**src/rtl/line_buf_ctrl.sv**
```systemverilog
// Line-buffer sequencer: loads a frame from a 4-pixel stream, then scans it as 5-row columns.
// Define LINE_BUF_CTRL_LAST_EN to add the m_eol / m_last column markers.
module line_buf_ctrl #(
  parameter int DATA_WIDTH = 8,
  parameter int IMG_W      = 48,
  parameter int IMG_H      = 48,
  parameter int WIN        = 5,
  parameter int ADDR_W     = 12
) (
  input  logic                    clk,
  input  logic                    rst,
  input  logic                    start,
  output logic                    busy,
  output logic                    done,
  input  logic [4*DATA_WIDTH-1:0] s_data,
  input  logic                    s_valid,
  output logic                    s_ready,
  output logic                    buf_ce,
  output logic                    buf_we,
  output logic [ADDR_W-1:0]       buf_addr,
  output logic [4*DATA_WIDTH-1:0] buf_d,
  input  logic [5*DATA_WIDTH-1:0] buf_q,
  output logic [5*DATA_WIDTH-1:0] m_col,
  output logic                    m_valid,
`ifdef LINE_BUF_CTRL_LAST_EN
  input  logic                    m_ready,
  output logic                    m_eol,
  output logic                    m_last
`else
  input  logic                    m_ready
`endif
);

  localparam logic [ADDR_W-1:0] LAST_BEAT = ADDR_W'(IMG_W * IMG_H / 4 - 1);
  localparam logic [ADDR_W-1:0] LAST_COL  = ADDR_W'(IMG_W - 1);
  localparam logic [ADDR_W-1:0] LAST_ROW  = ADDR_W'(IMG_H - WIN);
  localparam logic [ADDR_W-1:0] STRIDE    = ADDR_W'(IMG_W);

  typedef enum logic [1:0] {S_IDLE, S_LOAD, S_SCAN, S_DRAIN} state_e;

  state_e                    state_q;
  logic [ADDR_W-1:0]         wr_beat_q, row_q, col_q;
  logic [ADDR_W-1:0]         wr_beat_d, row_d, col_d;
  logic [5*DATA_WIDTH-1:0]   m_col_q;
  logic                      m_valid_q, done_q, eol_q, last_q;
  logic                      accept, issue, eol_hit, final_hit;

  assign accept    = (state_q == S_LOAD) && s_valid;
  assign issue     = (state_q == S_SCAN) && (!m_valid_q || m_ready);
  assign eol_hit   = (col_q == LAST_COL);
  assign final_hit = eol_hit && (row_q == LAST_ROW);

  assign wr_beat_d = wr_beat_q + 1'b1;
  assign col_d     = eol_hit ? '0 : col_q + 1'b1;
  assign row_d     = eol_hit ? row_q + 1'b1 : row_q;

  assign busy    = (state_q == S_LOAD) || (state_q == S_SCAN);
  assign s_ready = (state_q == S_LOAD);
  assign done    = done_q;
  assign m_col   = m_col_q;
  assign m_valid = m_valid_q;
`ifdef LINE_BUF_CTRL_LAST_EN
  assign m_eol   = eol_q;
  assign m_last  = last_q;
`endif

  // The buffer port is steered straight from the stream so a write lands in the accepting cycle.
  always_comb begin
    buf_ce   = accept || issue;
    buf_we   = (state_q == S_LOAD);
    buf_addr = '0;
    buf_d    = '0;
    case (state_q)
      S_LOAD: begin
        buf_addr = {wr_beat_q[ADDR_W-3:0], 2'b00};
        buf_d    = s_data;
      end
      S_SCAN:  buf_addr = row_q * STRIDE + col_q;
      default: ;
    endcase
  end

  always_ff @(posedge clk) begin
    if (rst) begin
      state_q   <= S_IDLE;
      wr_beat_q <= '0;
      row_q     <= '0;
      col_q     <= '0;
      m_col_q   <= '0;
      m_valid_q <= 1'b0;
      done_q    <= 1'b0;
      eol_q     <= 1'b0;
      last_q    <= 1'b0;
    end else begin
      done_q <= 1'b0;

      // Output register: load on issue, otherwise release only on handshake.
      if (issue) begin
        m_col_q   <= buf_q;
        m_valid_q <= 1'b1;
        eol_q     <= eol_hit;
        last_q    <= final_hit;
      end else if (m_ready) begin
        m_valid_q <= 1'b0;
      end

      case (state_q)
        S_IDLE: begin
          if (start) begin
            state_q   <= S_LOAD;
            wr_beat_q <= '0;
            row_q     <= '0;
            col_q     <= '0;
          end
        end
        S_LOAD: begin
          if (accept) begin
            wr_beat_q <= wr_beat_d;
            if (wr_beat_q == LAST_BEAT) state_q <= S_SCAN;
          end
        end
        S_SCAN: begin
          if (issue) begin
            col_q <= col_d;
            row_q <= row_d;
            if (final_hit) state_q <= S_DRAIN;
          end
        end
        S_DRAIN: begin
          if (m_valid_q && m_ready) begin
            done_q  <= 1'b1;
            state_q <= S_IDLE;
          end
        end
        default: state_q <= S_IDLE;
      endcase
    end
  end

endmodule

```
**config.mk**
```make
export PLATFORM = sky130hd
export DESIGN_NAME = line_buf_ctrl
export DESIGN_NICKNAME = d
export VERILOG_FILES = /design/src/rtl/line_buf_ctrl.sv
export SDC_FILE = /design/constraint.sdc
export NUM_CORES = 1
export LEC_CHECK = 0
export ABC_AREA = 1
export BUFFER_PORTS_ARGS = -buffer_cell sky130_fd_sc_hd__buf_2
export CORE_MARGIN = 5
export CORE_UTILIZATION = 40
export CTS_CLUSTER_DIAMETER = 120
export DETAILED_ROUTE_END_ITERATION = 8
export GPL_TIMING_DRIVEN = 1
export PLACE_DENSITY = 0.74
export SYNTH_ARGS = -nofsm -noshare
export SYNTH_HDL_FRONTEND = slang
export SYNTH_SLANG_ARGS = --single-unit
```
**constraint.sdc**
```tcl
create_clock -name clk -period 2.65 [get_ports clk]
set_clock_uncertainty 0.15 [all_clocks]
set_input_delay 0.265 -clock clk [delete_from_list [all_inputs] [get_ports clk]]
set_output_delay 0.265 -clock clk [all_outputs]
set_load 0.05 [all_outputs]
```
==> impl_metrics.ini <==
[outcome]
status = finished with violations
violations = setup timing

[worst_hold_path]
hold_depth = 3
hold_end = m_col[38]
min_from = buf_q[38]
hold_path_class = input port to register

[sta]
worst_pin_slew_ps = 582.8
rsz0062_at_grt = yes
finalCritPeriodShare_pct = 123.0
slew_headroom_pct = 61.10
fin_tns_setup_ps = -2214
fmax_mhz = 306.8
setup_viol = 6
finalCriticalPeriod_ps = 3260
slew_viol_final = 0
fin_ws_ps = -609.7
finalHoldViolations = 0

[clocking]
cts_made_buffers = 9
clock_sinks = 80
tritoncts = yes
clkSlewWorstSetupHoldPaths_ps = 70
cts.path.max_buffers = 2
htree_levels = 3
ctsRootBufferMaster = clkbuf_16
insertion_delay_ps = 330

[detailed_routing]
via_per_inst = 4.841
drt_first_pass_iters = 5
drt_iter0_drc = 259
drc = 0
ant_nets = 0
vias = 5122
avgRoutedWirePerCell_um = 13.06
drt_wl_total_um = 13820

[grt]
antenna_found_initial = 0
grt_usage_pct = 19.43
grt_max_degree = 41
grt_pass1_vias = 4944
grt_overflow = 0
grt_pass1_wl_um = 23130

[synthesis]
yosys_warnings = 0
synth-seq-area-share_pct = 34.57
synth_commonest_cells = nand2_1 (155), nor2_1 (132), inv_1 (89)
synth.largest_area_cell = dfxtp_1
synth_edf_count = 0
synth.area.top_cells = dfxtp_1 (35%), nand2_1 (13%), nor2_1 (11%)
synth_area_sq_um = 4633
ys_types = 37
ys.flop_type = dfxtp_1
syn_inst = 703
synth.avg_cell_area_sq_um = 6.591
synthesis.nets = 805
synth-seq-cells = 80
synthArstFlopShare_pct = 0
yosys.area.top_type_share_pct = 34.57
synth.most_common_cell = nand2_1

[worst_setup_path]
critical_path.max_stage_delay_ps = 380
critPathBufInv = 4
path_class = register to output port
worst_ep_arrival_time_ps = 2840
crit_family = simple AND/OR/NAND/NOR gates
endpoint_kind = output port
start_kind = register
worstRegToRegCells = 9
cp_common_cell = nand2_2
cp_slowest_cell = dfxtp_4
worstPathRequired_ps = 2240
critPathMaxFanout = 4
regToRegStartpoint = state_q[0]
crit_chain = inv_2, ha_4, inv_4, a21oi_4, nand2_2, nand2_2, a21oi_2, nor2_1, xor2_1, ha_1, nand2_2, inv_1, a21oi_1, nand2_1, nand3_1, nand3_2, a21oi_4, buf_6
timing.rr.end = row_q[8]
reg2reg_setup_slack_ps = 600

[power_and_ir_drop]
vdd_ir_drop_max_mv = 0.6491
pwr_density_cell_nw_per_um2 = 843.6
p_leak_uw = 0.003444

[cells_and_area]
final_nets = 1012
final-seq-area_sq_um = 1612
n_antenna_cell = 0
syn_to_final_growth_pct = 45.26
final_layout_size_suffix_gt1_share_pct = 31.69
num-fill-cells = 1011
final_core_util_pct = 59.19
multi_input_area_sq_um = 2868

[die]
ios = 167
dieArea_sq_um = 13840
die_height_um = 117.6
core_sq_um = 11370
start_util_pct = 40.75
rows = 39
die_w_um = 117.6

[placed_design]
hpwl_um = 9640
pre_cts_slack_ps = -234.0
io_buffers = 166
place_congestion = 0.8212

[run]
max_cap_viol_count = 0
==> where the power goes <==
group	switching (uW)	internal (uW)
Combinational	2170	597
Sequential	122	1430
Clock	522	837
Total	2810	2870
==> sequential cells by signal, summed over array words and instances, names as in the netlist <==
register	cells
wr_beat_q	12
done	1
col_q	12
state_q	2
m_valid	1
row_q	12
m_col	40
==> per-layer routing <==
metal / global-route usage (%) / wire, um / part of all wire (%)
met5: 0 / 0 / 0
met1: 24.86 / 6068 / 44
met2: 31.61 / 6483 / 47
met3: 5.766 / 1099 / 8.0
met4: 5.806 / 170 / 1.2
==> worst max path at each step <==
| stage | cells past startpoint | endpoint | start | slack, ps |
|---|---|---|---|---|
| 2_1_floorplan | 17 | buf_addr[11] | row_q[2] | -120 |
| 3_3_place_gp | 15 | buf_addr[11] | row_q[1] | -220 |
| 3_5_place_dp | 18 | buf_addr[11] | row_q[2] | -230 |
| 4_1_cts | 18 | buf_addr[11] | row_q[2] | -510 |
| 5_1_grt | 18 | buf_addr[11] | row_q[2] | -800 |
| 6_report | 18 | buf_addr[11] | row_q[2] | -610 |
==> placed cells by master (no fill, tap or decap), drive strengths merged <==
| master | n |
|---|---|
| a21o | 1 |
| a21oi | 43 |
| a2bb2oi | 1 |
| a31oi | 1 |
| and3 | 1 |
| buf | 199 |
| bufinv | 2 |
| clkbuf | 9 |
| clkinv | 1 |
| clkinvlp | 1 |
| dfxtp | 80 |
| dlygate4sd3 | 24 |
| fa | 2 |
| ha | 23 |
| inv | 96 |
| nand2 | 161 |
| nand3 | 25 |
| nand3b | 2 |
| nand4 | 7 |
| nor2 | 142 |
| nor3 | 10 |
| nor3b | 2 |
| o21a | 1 |
| o21ai | 62 |
| o21bai | 1 |
| xnor2 | 3 |
| xor2 | 15 |
==> cell families (layout without fill, tap and decap cells) <==
kind of cell / count (synthesis) / count (layout) / synth area share (%)
compound gates: 110 / 110 / 12.40
simple gates: 350 / 350 / 32.08
xor+xnor: 18 / 18 / 3.403
fa+ha+maj: 25 / 25 / 7.075
flops: 80 / 80 / 34.57
buf+inv: 120 / 332 / 10.48
==> worst register-to-register path, stage by stage, from the launching register on <==
cell	delay, ps
dfxtp_1	380
inv_1	80
ha_1	270
inv_4	220
nor2_4	90
nor2_8	200
inv_4	90
nor2_4	260
nand3_1	120
a21oi_1	130
==> cell type report <==
| type | instances | share of cell area (%) |
|---|---|---|
| clock buffer | 9 | 3.346 |
| timing repair buffer | 223 | 20.62 |
| clock inverter | 7 | 1.524 |
| sequential | 80 | 23.95 |
| tap | 143 | 2.658 |
| multi-input combinational | 503 | 42.61 |
| inverter | 93 | 5.298 |
==> metrics by stage <==
| stage | total power (uW) | hold slack, ps | instance area [sq um] | instances |
|---|---|---|---|---|
| detailed placement | 4284 | 335.7 | 5854 | 1015 |
| global placement | 4279 | 322.5 | 5854 | 1015 |
| floorplan | 3700 | 184.1 | 4758 | 703 |
| CTS | 5698 | 0.7092 | 6648 | 1057 |
| global route | 5984 | 6.427 | 6730 | 1058 |
| finish | 5677 | 12.33 | 6730 | 1058 |
==> repair_timing <==
action,in CTS,in global routing
resized for setup,45,15
cloned,0,0
pin swaps,25,16
hold buffers,24,0
endpoints found under the hold margin,24,0
setup endpoints to repair,6,13
setup buffers,3,2
No activity file was read; power rests on OpenSTA's default activity.
